**config.mk**
```make
export PLATFORM = sky130hd
export DESIGN_NAME = conv_param_gen
export DESIGN_NICKNAME = d
export VERILOG_FILES = /design/src/rtl/conv_param_gen.sv
export SDC_FILE = /design/constraint.sdc
export NUM_CORES = 1
export LEC_CHECK = 0
export ABC_AREA = 1
export BUFFER_PORTS_ARGS = -buffer_cell sky130_fd_sc_hd__buf_4
export CAP_MARGIN = 40
export CORE_MARGIN = 2
export CORE_UTILIZATION = 51
export CTS_CLUSTER_DIAMETER = 200
export DETAILED_ROUTE_END_ITERATION = 8
export GPL_ROUTABILITY_DRIVEN = 0
export MAX_ROUTING_LAYER = met4
export PLACE_DENSITY = 0.71
export SETUP_SLACK_MARGIN = 0.2
export SYNTH_ARGS = -nofsm -noshare
export SYNTH_HDL_FRONTEND = slang
export SYNTH_SLANG_ARGS = --single-unit
```
**constraint.sdc**
```tcl
create_clock -name clk -period 5.9 [get_ports clk]
set_input_delay 1.18 -clock clk [delete_from_list [all_inputs] [get_ports clk]]
set_output_delay 1.18 -clock clk [all_outputs]
set_load 0.005 [all_outputs]
```
**src/rtl/conv_param_gen.sv**
```systemverilog
// Convolution parameter pre-compute: latches one descriptor, validates it, derives loop bounds and tails.
// Latency: done/enable rise TENSOR_W+8 edges after start is sampled; 3 edges for a rejected descriptor.
// Backpressure: none; start is sampled only in IDLE and is dropped (not queued) while busy.
//
// Optional feature macro: CONV_PAD_EN adds the padding port (P); when undefined, P = 0.
// Ports: clk, rstn (async active-low); start + descriptor (tensor_size T, kernel_size K, channels C,
//        stride S, kernel_nums N [, padding P]); status busy/done/cfg_err/enable; results out_dim,
//        t_tms, kkc, row_blocks/row_tail, kn_blocks/kn_tail, it_blocks/it_tail.
module conv_param_gen #(
   parameter  int TENSOR_W   = 8,
   parameter  int KERNEL_W   = 4,
   parameter  int CHANNELS_W = 8,
   parameter  int STRIDE_W   = 3,
   parameter  int KNUMS_W    = 8,
   parameter  int ADDR_W     = 16,
   parameter  int LANES      = 8,
   localparam int LW         = $clog2(LANES)
) (
   input  logic                             clk,
   input  logic                             rstn,
   input  logic                             start,
   input  logic [TENSOR_W-1:0]              tensor_size,
   input  logic [KERNEL_W-1:0]              kernel_size,
   input  logic [CHANNELS_W-1:0]            channels,
   input  logic [STRIDE_W-1:0]              stride,
   input  logic [KNUMS_W-1:0]               kernel_nums,
`ifdef CONV_PAD_EN
   input  logic [KERNEL_W-2:0]              padding,
`endif
   output logic                             busy,
   output logic                             done,
   output logic                             cfg_err,
   output logic                             enable,
   output logic [TENSOR_W:0]                out_dim,
   output logic [TENSOR_W+STRIDE_W-1:0]     t_tms,
   output logic [2*KERNEL_W+CHANNELS_W-1:0] kkc,
   output logic [2*KERNEL_W+CHANNELS_W-1:0] row_blocks,
   output logic [LW-1:0]                    row_tail,
   output logic [KNUMS_W-1:0]               kn_blocks,
   output logic [LW-1:0]                    kn_tail,
   output logic [ADDR_W-1:0]                it_blocks,
   output logic [LW-1:0]                    it_tail
);

   localparam int DW     = TENSOR_W + 1;          // dividend / quotient / O width
   localparam int SUM_W  = TENSOR_W + 2;          // T+2P with headroom for the K > T+2P compare
   localparam int KKC_W  = 2*KERNEL_W + CHANNELS_W;
   localparam int OO_W   = 2*DW;
   localparam int TS_W   = TENSOR_W + STRIDE_W;
   localparam int CNT_W  = $clog2(DW);
   localparam int M1     = (2*KERNEL_W > CHANNELS_W) ? 2*KERNEL_W : CHANNELS_W;
   localparam int M2     = (M1 > DW) ? M1 : DW;
   localparam int MOP_W  = (M2 > STRIDE_W) ? M2 : STRIDE_W;  // shared multiplier operand width
   localparam int PROD_W = 2*MOP_W;

   typedef enum logic [2:0] {
      S_IDLE, S_LATCH, S_CHECK, S_DIV, S_MUL, S_FIN, S_ERR
   } state_t;

   // ---------------------------------------------------------------- state
   state_t                  state_q, state_d;
   logic                    busy_q, busy_d;
   logic                    done_q, done_d;
   logic                    cfg_err_q, cfg_err_d;
   logic                    enable_q, enable_d;

   // latched descriptor
   logic [TENSOR_W-1:0]     t_q, t_d;
   logic [KERNEL_W-1:0]     k_q, k_d;
   logic [CHANNELS_W-1:0]   c_q, c_d;
   logic [STRIDE_W-1:0]     s_q, s_d;
   logic [KNUMS_W-1:0]      n_q, n_d;
`ifdef CONV_PAD_EN
   logic [KERNEL_W-2:0]     p_q, p_d;
`endif

   // datapath
   logic [DW-1:0]           div_q, div_d;       // dividend, shifted into quotient, finally O
   logic [STRIDE_W-1:0]     rem_q, rem_d;
   logic [CNT_W-1:0]        cnt_q, cnt_d;       // DIV bit counter, reused as MUL step
   logic                    bad_q, bad_d;
   logic [2*KERNEL_W-1:0]   kk_q, kk_d;
   logic [KKC_W-1:0]        kkc_p_q, kkc_p_d;
   logic [OO_W-1:0]         oo_q, oo_d;
   logic [TS_W-1:0]         ts_q, ts_d;

   // registered results
   logic [TENSOR_W:0]       out_dim_q, out_dim_d;
   logic [TS_W-1:0]         t_tms_q, t_tms_d;
   logic [KKC_W-1:0]        kkc_out_q, kkc_out_d;
   logic [KKC_W-1:0]        row_blocks_q, row_blocks_d;
   logic [LW-1:0]           row_tail_q, row_tail_d;
   logic [KNUMS_W-1:0]      kn_blocks_q, kn_blocks_d;
   logic [LW-1:0]           kn_tail_q, kn_tail_d;
   logic [ADDR_W-1:0]       it_blocks_q, it_blocks_d;
   logic [LW-1:0]           it_tail_q, it_tail_d;

   // ---------------------------------------------------------------- descriptor check
   logic [SUM_W-1:0]        pad2;
   logic [SUM_W-1:0]        span;
   logic [DW-1:0]           dividend;
   logic                    bad_desc;

`ifdef CONV_PAD_EN
   assign pad2 = SUM_W'({p_q, 1'b0});
`else
   assign pad2 = '0;
`endif
   assign span     = SUM_W'(t_q) + pad2;
   // Only meaningful when K <= T+2P; otherwise the descriptor is rejected before DIV.
   assign dividend = DW'(span - SUM_W'(k_q));
   assign bad_desc = (k_q == '0) || (s_q == '0) || (c_q == '0) || (n_q == '0) ||
                     (SUM_W'(k_q) > span);

   // ---------------------------------------------------------------- restoring divider step
   // The dividend MSB shifts into the partial remainder while the quotient bit shifts in at the LSB,
   // so after DW steps div_q holds floor(D/S). The remainder never exceeds S-1.
   logic [STRIDE_W:0]       rem_sh;
   logic                    rem_ge;
   logic [STRIDE_W-1:0]     rem_nx;
   logic [DW-1:0]           quo_nx;

   assign rem_sh = {rem_q, div_q[DW-1]};
   assign rem_ge = (rem_sh >= {1'b0, s_q});
   assign rem_nx = rem_ge ? STRIDE_W'(rem_sh - {1'b0, s_q}) : rem_sh[STRIDE_W-1:0];
   assign quo_nx = {div_q[DW-2:0], rem_ge};

   // ---------------------------------------------------------------- shared multiplier
   logic [MOP_W-1:0]        mul_a, mul_b;
   logic [PROD_W-1:0]       mul_p;

   always_comb begin
      mul_a = '0;
      mul_b = '0;
      if (state_q == S_MUL) begin
         case (cnt_q)
            CNT_W'(0): begin mul_a = MOP_W'(k_q);   mul_b = MOP_W'(k_q);   end
            CNT_W'(1): begin mul_a = MOP_W'(kk_q);  mul_b = MOP_W'(c_q);   end
            CNT_W'(2): begin mul_a = MOP_W'(div_q); mul_b = MOP_W'(div_q); end
            default:   begin mul_a = MOP_W'(t_q);   mul_b = MOP_W'(s_q);   end
         endcase
      end
   end

   assign mul_p = PROD_W'(mul_a) * PROD_W'(mul_b);

   // ---------------------------------------------------------------- block / tail derivation
   // ceil(x/L)-1 == (x-1)>>LW and ceil(x/L) == ((x-1)>>LW)+1, both valid because x >= 1 here.
   logic [KKC_W-1:0]        kkc_m1;
   logic [KNUMS_W-1:0]      n_m1;
   logic [OO_W-1:0]         oo_m1;

   assign kkc_m1 = kkc_p_q - KKC_W'(1);
   assign n_m1   = n_q - KNUMS_W'(1);
   assign oo_m1  = oo_q - OO_W'(1);

   // ---------------------------------------------------------------- next-state logic
   always_comb begin
      state_d      = state_q;
      busy_d       = busy_q;
      done_d       = 1'b0;
      cfg_err_d    = cfg_err_q;
      enable_d     = enable_q;
      t_d          = t_q;
      k_d          = k_q;
      c_d          = c_q;
      s_d          = s_q;
      n_d          = n_q;
`ifdef CONV_PAD_EN
      p_d          = p_q;
`endif
      div_d        = div_q;
      rem_d        = rem_q;
      cnt_d        = cnt_q;
      bad_d        = bad_q;
      kk_d         = kk_q;
      kkc_p_d      = kkc_p_q;
      oo_d         = oo_q;
      ts_d         = ts_q;
      out_dim_d    = out_dim_q;
      t_tms_d      = t_tms_q;
      kkc_out_d    = kkc_out_q;
      row_blocks_d = row_blocks_q;
      row_tail_d   = row_tail_q;
      kn_blocks_d  = kn_blocks_q;
      kn_tail_d    = kn_tail_q;
      it_blocks_d  = it_blocks_q;
      it_tail_d    = it_tail_q;

      case (state_q)
         S_IDLE: begin
            if (start) begin
               t_d       = tensor_size;
               k_d       = kernel_size;
               c_d       = channels;
               s_d       = stride;
               n_d       = kernel_nums;
`ifdef CONV_PAD_EN
               p_d       = padding;
`endif
               enable_d  = 1'b0;
               cfg_err_d = 1'b0;
               busy_d    = 1'b1;
               state_d   = S_LATCH;
            end
         end

         S_LATCH: begin
            div_d   = dividend;
            bad_d   = bad_desc;
            state_d = S_CHECK;
         end

         S_CHECK: begin
            rem_d   = '0;
            cnt_d   = '0;
            state_d = bad_q ? S_ERR : S_DIV;
         end

         S_DIV: begin
            rem_d = rem_nx;
            if (cnt_q == CNT_W'(DW-1)) begin
               div_d   = quo_nx + DW'(1);   // O = quotient + 1
               cnt_d   = '0;
               state_d = S_MUL;
            end else begin
               div_d   = quo_nx;
               cnt_d   = cnt_q + CNT_W'(1);
            end
         end

         S_MUL: begin
            cnt_d = cnt_q + CNT_W'(1);
            case (cnt_q)
               CNT_W'(0): kk_d    = mul_p[2*KERNEL_W-1:0];
               CNT_W'(1): kkc_p_d = mul_p[KKC_W-1:0];
               CNT_W'(2): oo_d    = mul_p[OO_W-1:0];
               default: begin
                  ts_d    = mul_p[TS_W-1:0];
                  state_d = S_FIN;
               end
            endcase
         end

         S_FIN: begin
            out_dim_d    = div_q;
            t_tms_d      = ts_q;
            kkc_out_d    = kkc_p_q;
            row_blocks_d = kkc_m1 >> LW;
            row_tail_d   = kkc_p_q[LW-1:0] - LW'(1);
            kn_blocks_d  = (n_m1 >> LW) + KNUMS_W'(1);
            kn_tail_d    = n_q[LW-1:0] - LW'(1);
            it_blocks_d  = ADDR_W'((oo_m1 >> LW) + OO_W'(1));
            it_tail_d    = oo_q[LW-1:0];
            done_d       = 1'b1;
            enable_d     = 1'b1;
            busy_d       = 1'b0;
            state_d      = S_IDLE;
         end

         S_ERR: begin
            out_dim_d    = '0;
            t_tms_d      = '0;
            kkc_out_d    = '0;
            row_blocks_d = '0;
            row_tail_d   = '0;
            kn_blocks_d  = '0;
            kn_tail_d    = '0;
            it_blocks_d  = '0;
            it_tail_d    = '0;
            done_d       = 1'b1;
            cfg_err_d    = 1'b1;
            busy_d       = 1'b0;
            state_d      = S_IDLE;
         end

         default: state_d = S_IDLE;
      endcase
   end

   // ---------------------------------------------------------------- registers
   always_ff @(posedge clk or negedge rstn) begin
      if (!rstn) begin
         state_q      <= S_IDLE;
         busy_q       <= 1'b0;
         done_q       <= 1'b0;
         cfg_err_q    <= 1'b0;
         enable_q     <= 1'b0;
         t_q          <= '0;
         k_q          <= '0;
         c_q          <= '0;
         s_q          <= '0;
         n_q          <= '0;
`ifdef CONV_PAD_EN
         p_q          <= '0;
`endif
         div_q        <= '0;
         rem_q        <= '0;
         cnt_q        <= '0;
         bad_q        <= 1'b0;
         kk_q         <= '0;
         kkc_p_q      <= '0;
         oo_q         <= '0;
         ts_q         <= '0;
         out_dim_q    <= '0;
         t_tms_q      <= '0;
         kkc_out_q    <= '0;
         row_blocks_q <= '0;
         row_tail_q   <= '0;
         kn_blocks_q  <= '0;
         kn_tail_q    <= '0;
         it_blocks_q  <= '0;
         it_tail_q    <= '0;
      end else begin
         state_q      <= state_d;
         busy_q       <= busy_d;
         done_q       <= done_d;
         cfg_err_q    <= cfg_err_d;
         enable_q     <= enable_d;
         t_q          <= t_d;
         k_q          <= k_d;
         c_q          <= c_d;
         s_q          <= s_d;
         n_q          <= n_d;
`ifdef CONV_PAD_EN
         p_q          <= p_d;
`endif
         div_q        <= div_d;
         rem_q        <= rem_d;
         cnt_q        <= cnt_d;
         bad_q        <= bad_d;
         kk_q         <= kk_d;
         kkc_p_q      <= kkc_p_d;
         oo_q         <= oo_d;
         ts_q         <= ts_d;
         out_dim_q    <= out_dim_d;
         t_tms_q      <= t_tms_d;
         kkc_out_q    <= kkc_out_d;
         row_blocks_q <= row_blocks_d;
         row_tail_q   <= row_tail_d;
         kn_blocks_q  <= kn_blocks_d;
         kn_tail_q    <= kn_tail_d;
         it_blocks_q  <= it_blocks_d;
         it_tail_q    <= it_tail_d;
      end
   end

   assign busy       = busy_q;
   assign done       = done_q;
   assign cfg_err    = cfg_err_q;
   assign enable     = enable_q;
   assign out_dim    = out_dim_q;
   assign t_tms      = t_tms_q;
   assign kkc        = kkc_out_q;
   assign row_blocks = row_blocks_q;
   assign row_tail   = row_tail_q;
   assign kn_blocks  = kn_blocks_q;
   assign kn_tail    = kn_tail_q;
   assign it_blocks  = it_blocks_q;
   assign it_tail    = it_tail_q;

endmodule

```
# --- Word level (Yosys, flattened, before mapping) ---
# Cells that the tools add are included.
op_classes:
  add_sub_neg: 11
  n_mul: 1
  n_lt_le_gt_ge: 2
  eq_ne: 12
  muxes: 30
  bitwise_logic: 1
  n_reduce_logical: 28
ops:
  columns: ["operator", "count"]
  rows:
  - ["16-bit one-hot mux with 2 select lines", 3]
  - ["9-bit one-hot mux with 3 select lines", 2]
  - ["9-bit one-hot mux with 2 select lines", 2]
  - ["9-bit 2-to-1 mux", 3]
  - ["3-bit one-hot mux with 2 select lines", 4]
  - ["11-bit one-hot mux with 2 select lines", 1]
  - ["9-bit by 9-bit multiplier with 18-bit output", 1]
  - ["18-bit by 1-bit subtractor with 18-bit output, second input constant", 1]
  - ["15-bit by 1-bit adder with 16-bit output, second input constant", 1]
  - ["8-bit logical NOT", 2]
  - ["8-bit one-hot mux with 2 select lines", 1]
  - ["2-bit AND reduction", 8]
  - ["16-bit by 1-bit subtractor with 16-bit output, second input constant", 1]
  - ["3-bit 2-to-1 mux", 5]
  - ["3-bit one-hot mux with 5 select lines", 1]
  - ["4-bit one-hot mux with 3 select lines", 1]
  - ["2-bit nonzero test", 6]
  - ["9-bit by 1-bit adder with 9-bit output, second input constant", 1]
  - ["3-bit equality test, second input constant", 3]
  - ["8-bit by 4-bit subtractor with 9-bit output", 1]
  - ["4-bit by 8-bit greater-than comparator with 1-bit output", 1]
  - ["4-bit logical NOT", 2]
  - ["8-bit by 1-bit subtractor with 8-bit output, second input constant", 1]
  - ["5-bit by 1-bit adder with 6-bit output, second input constant", 1]
  - ["other kinds (20)", 32]
totals:
  regBits: 193
  in_bits: 34
  out_inout_bits: 89
  wordCells: 112

# --- Logic depth before layout (Yosys ltp) ---
logic_depth:
  depth_word: 5
  ltp_mapped: 30

# --- Least setup slack after synthesis ---
# Ideal clock, no wire load.
synth_timing:
  path_type: "register to register"
  from: "register cnt_q[0]"
  to: "register kkc_p_q[14]"
  t_arrival_ns: 4.978
  required_time_ns: 5.770
  setup_slack_ns: 0.792
  path_stages_with_launch: 29
  synth_period_minus_slack_ns: 5.108
  cell_sequence: "dfrtp_1 inv_1 ha_1 inv_1 nor2_4 nor2_4 nand2_4 nor2_8 inv_4 buf_6 o22ai_4 nand2_1 fa_1 inv_1 fa_1 inv_1 fa_1 fa_1 inv_1 ha_1 nand3b_1 nand2_1 a21oi_1 o21ai_0 nand2_1 nand2_1 nand2_1 nand3_1 o21ai_0"
synth_between:
  elab_chain_cells: 4
synth_rtl:
  columns: ["item", "line", "rtl"]
  rows:
  - ["start: declaration", "80", "logic [CNT_W-1:0] cnt_q, cnt_d;"]
  - ["start signal: assignment", "330", "cnt_q <= cnt_d;"]
  - ["4-bit by 2-bit equality test with 1-bit output (tied with other cells)", "136", "case (cnt_q)"]
  - ["9-bit one-hot mux with 3 select lines", "136", null]
  - ["9-bit 2-to-1 mux", "135", "if (state_q == S_MUL) begin"]
  - ["9-bit by 9-bit multiplier with 18-bit output", "145", "assign mul_p = PROD_W'(mul_a) * PROD_W'(mul_b);"]
  - ["end signal: assignment", "333", "kkc_p_q <= kkc_p_d;"]
  - ["end: declaration", "83", "logic [KKC_W-1:0] kkc_p_q, kkc_p_d;"]
# Several ways; a longest one is shown, not always the timed one.
# A chain may end at the register's enable or synchronous reset.

# --- Final worst setup path ---
layout_timing:
  from: "register cnt_q[0]"
  to: "register oo_q[17]"
layout_between:
  elab_chain_cells: 4
layout_rtl:
  columns: ["item", "line", "rtl"]
  rows:
  - ["4-bit by 2-bit equality test with 1-bit output (tied with other cells)", "136, 234", null]
  - ["9-bit one-hot mux with 3 select lines", "136", null]
  - ["9-bit 2-to-1 mux", "135", null]
  - ["9-bit by 9-bit multiplier with 18-bit output", "145", null]
  - ["end signal: assignment", "334", "oo_q <= oo_d;"]
  - ["end: declaration", "84", "logic [OO_W-1:0] oo_q, oo_d;"]
# Several ways; a longest one is shown, not always the timed one.

==> impl_metrics.env <==
export IMPL_clkTransAtPathRegs_ns=0.07
export IMPL_max_cap_viol_count=0
export IMPL_clock_sinks=188
export IMPL_ios=123
export IMPL_final_setup_tns_ns=0
export IMPL_leakage_nw=7.11
export IMPL_hold_slack_ns=0.462
export IMPL_irDropWorstVdd_mv=0.259
export IMPL_relSlewSlack_pct=45.2
export IMPL_clk_latency_ns=0.44
export IMPL_cts_root_buf="clkbuf_16"
export IMPL_clockBufferDepth=2
export IMPL_power_mw=5.39
export IMPL_power_frac_comb_pct=39.5
export IMPL_cts_max_level=4
export IMPL_yosys_most_used_dff="dfrtp_1"
export IMPL_start_util_pct=52.2
export IMPL_synthArstFlopShare_pct=100
export IMPL_die_w_um=156
export IMPL_p_clk_share_pct=23.0
export IMPL_endpoint_kind="register"
export IMPL_hold_class="reg2reg"
export IMPL_holdPathStages=1
export IMPL_port_buffers=117
export IMPL_wl_per_cell_um=15.5
export IMPL_drive_gt1_share_pct=15.3
export IMPL_cp_data_arrival_time_ns=5.78
export IMPL_worstPathRequired_ns=6.28
export IMPL_hold_violations=0
export IMPL_fmax_ghz=0.185
export IMPL_period_share_pct=91.5
export IMPL_antennaDiodeCount=0
export IMPL_wl_um=29300
export IMPL_syn_avg_cell_area_um2=8.07
export IMPL_cp_slowest_cell="fa_1"
export IMPL_ys_ff_latch=188
export IMPL_critPathLaunchType="register"
export IMPL_overflow=0
export IMPL_vias=9972
export IMPL_ff2ff_path_depth=27
export IMPL_rsz0062_at_grt="false"
export IMPL_synth_area_mm2=0.0118
export IMPL_cp_max_fo=12
export IMPL_final_setup_skew_ns=0.0114
export IMPL_grt_pass1_vias=9492
export IMPL_synth_distinct_cells=49
export IMPL_p_seq_share_pct=37.5
export IMPL_status="finished, final reports clean"
export IMPL_drt_iter0_drc=874
export IMPL_cts_tree="built"
export IMPL_p_sw_mw=2.20
export IMPL_vias_per_cell=5.28
export IMPL_final_nets=1731
export IMPL_coreArea_mm2=0.0227
export IMPL_grt_pass1_wl_um=47600
export IMPL_track_usage_pct=25.5
export IMPL_synth_edf_count=0
export IMPL_rows=55
export IMPL_internal_power_mw=3.20
export IMPL_max_stage_delay_ns=0.54
export IMPL_ys_warn_count=0
export IMPL_r2r_setup_slack_ns=0.50
export IMPL_ant_nets=0
export IMPL_drc_errors=0
export IMPL_swShare_pct=40.7
export IMPL_netlist_instances=1468
export IMPL_antenna_found_initial=0
export IMPL_cts_buffers_inserted=17
export IMPL_syn2layout_area_growth_pct=16.0
export IMPL_post_route_min_period_ns=5.40
export IMPL_powerDensity_mw_per_mm2=392
export IMPL_dieArea_mm2=0.0245
export IMPL_cts_hold_buffers=0
export IMPL_dr_pass1_iters=5
export IMPL_fillers=2024
export IMPL_critPathKind="reg2reg"
export IMPL_worst_pin_slew_ns=0.822
export IMPL_setup_viol=0
export IMPL_synth_seq_area_share_pct=39.7
export IMPL_drv_slew=0
export IMPL_detailed_place_hpwl_um=21900
export IMPL_die_h_um=156
export IMPL_grt_max_degree=79
==> timing repair <==
action,in CTS,in global routing
setup endpoints to repair,0,21
gates resized for setup,0,16
buffers inserted,0,13
==> cells by family after synthesis <==
logic type | share of synthesized area [%]
simple gates | 22.6
buf+inv | 9.51
compound gates | 12.0
flops | 39.7
fa+ha+maj | 14.6
xor+xnor | 1.48
other cells | 0.0317
==> cells in the final DEF (no fill, tap or decap), types with 4 or more instances in the layout <==
master / n
nand2_1: 397
inv_1: 224
dfrtp_1: 188
o21ai_0: 146
buf_4: 135
nor2_1: 90
nand3_1: 59
ha_1: 55
fa_1: 52
a21oi_1: 34
inv_2: 22
clkbuf_16: 17
xor2_1: 14
nor3_1: 13
nor2_4: 12
o21ai_1: 10
nor2_2: 10
nand2_2: 9
nand4_1: 9
o22ai_1: 8
nor4_1: 6
xnor2_1: 6
a22o_1: 6
o22ai_4: 5
a31oi_1: 5
o31ai_1: 5
conb_1: 5
a32o_1: 4
o211ai_1: 4
==> state kept, by name, summed over array words and instances (netlist names), 4 cells and up <==
signal and flops:
row_blocks 13, kkc 16, ts_q 11, oo_q 18
t_tms 11, n_q 8, kn_blocks 6, k_q 4
t_q 8, div_q 9, it_blocks 16, out_dim 9
c_q 8, kk_q 8, cnt_q 4, kkc_p_q 16
==> power groups by stage <==
stage / combinational [mW] / clock [mW] / sequential (mW)
2_1_floorplan: 1.41 / 0 / 1.94
3_3_place_gp: 2.05 / 0 / 2.03
3_5_place_dp: 2.10 / 0 / 2.04
4_1_cts: 2.11 / 1.25 / 2.01
5_1_grt: 2.41 / 1.30 / 2.07
6_report: 2.13 / 1.24 / 2.02
==> through the flow <==
stage | setup slack, ns | utilization, % | cells | instance area [um2]
finish | 0.499 | 60.5 | 1888 | 13700
global route | 0.202 | 60.5 | 1888 | 13700
CTS | 0.211 | 59.9 | 1875 | 13600
detailed placement | 0.235 | 57.1 | 1843 | 13000
global placement | 0.424 | 57.1 | 1842 | 13000
floorplan | 0.792 | - | 1472 | 11900
==> worst max-delay path: cells and delay by family, from the launching register on <==
kind	cells	cell delay [ns]
adders and majority gates	6	2.57
and+or+nand+nor	8	0.86
AOI/OAI and AO/OA	5	0.82
buffers and inverters	8	0.65
DFF	1	0.41
==> layer usage <==
layer / GRT usage, % / vias to the layer above / routed length (um)
met4: 7.86 / 0 / 722
met1: 34.0 / 4700 / 13500
li1: - / 4882 / -
met3: 4.54 / 52 / 1600
met2: 39.9 / 338 / 13500
met5: - / - / 0
==> synth_stat cells (2+ instances only) <==
| master | instances | area share [%] |
|---|---|---|
| clkbuf_1 | 24 | 0.76 |
| nor2_1 | 91 | 2.9 |
| buf_2 | 5 | 0.21 |
| nand3_2 | 3 | 0.25 |
| inv_2 | 18 | 0.57 |
| nand2_1 | 398 | 13 |
| ha_1 | 55 | 5.8 |
| nand3_1 | 59 | 2.5 |
| o21ai_1 | 9 | 0.38 |
| a22o_1 | 6 | 0.44 |
| a211oi_1 | 2 | 0.13 |
| buf_4 | 5 | 0.32 |
| a22oi_1 | 3 | 0.19 |
| nor3_1 | 13 | 0.55 |
| nor2_2 | 10 | 0.53 |
| nand3b_1 | 3 | 0.19 |
| nor4_1 | 6 | 0.32 |
| xnor2_1 | 6 | 0.44 |
| or2_2 | 3 | 0.16 |
| xor2_1 | 14 | 1.0 |
| inv_1 | 228 | 7.2 |
| o22ai_4 | 5 | 0.85 |
| o211ai_1 | 4 | 0.25 |
| a21o_1 | 3 | 0.19 |
| dfrtp_1 | 188 | 40 |
| o21ai_0 | 148 | 6.3 |
| a32oi_1 | 2 | 0.15 |
| nand2_2 | 8 | 0.42 |
| a31oi_1 | 5 | 0.26 |
| a21oi_1 | 36 | 1.5 |
| buf_6 | 3 | 0.29 |
| fa_1 | 52 | 8.8 |
| nor2_4 | 11 | 1.0 |
| o31ai_1 | 5 | 0.32 |
| nand4_1 | 9 | 0.48 |
| o21bai_1 | 2 | 0.13 |
| inv_4 | 2 | 0.11 |
| nand2_4 | 3 | 0.29 |
| o22ai_1 | 8 | 0.42 |
| a32o_1 | 4 | 0.34 |
==> cell type report <==
type | count | area (um2) | share of cell area, %
multi-input combinational | 998 | 6070 | 44.2
sequential | 188 | 4700 | 34.2
timing repair buffer | 137 | 1050 | 7.62
inverter | 248 | 936 | 6.81
clock buffer | 19 | 443 | 3.22
tap | 285 | 357 | 2.59
clock inverter | 13 | 181 | 1.32
==> final timing paths <==
kind | from | to
max | cnt_q[0] | oo_q[17]
min | kkc_p_q[0] | row_tail[0]
max reg2reg | cnt_q[0] | oo_q[17]
min reg2reg | kkc_p_q[0] | row_tail[0]
max in group asynchronous | rstn | cnt_q[1]
min in group asynchronous | rstn | kn_blocks[4]
No activity file was read; power rests on OpenSTA's default activity.
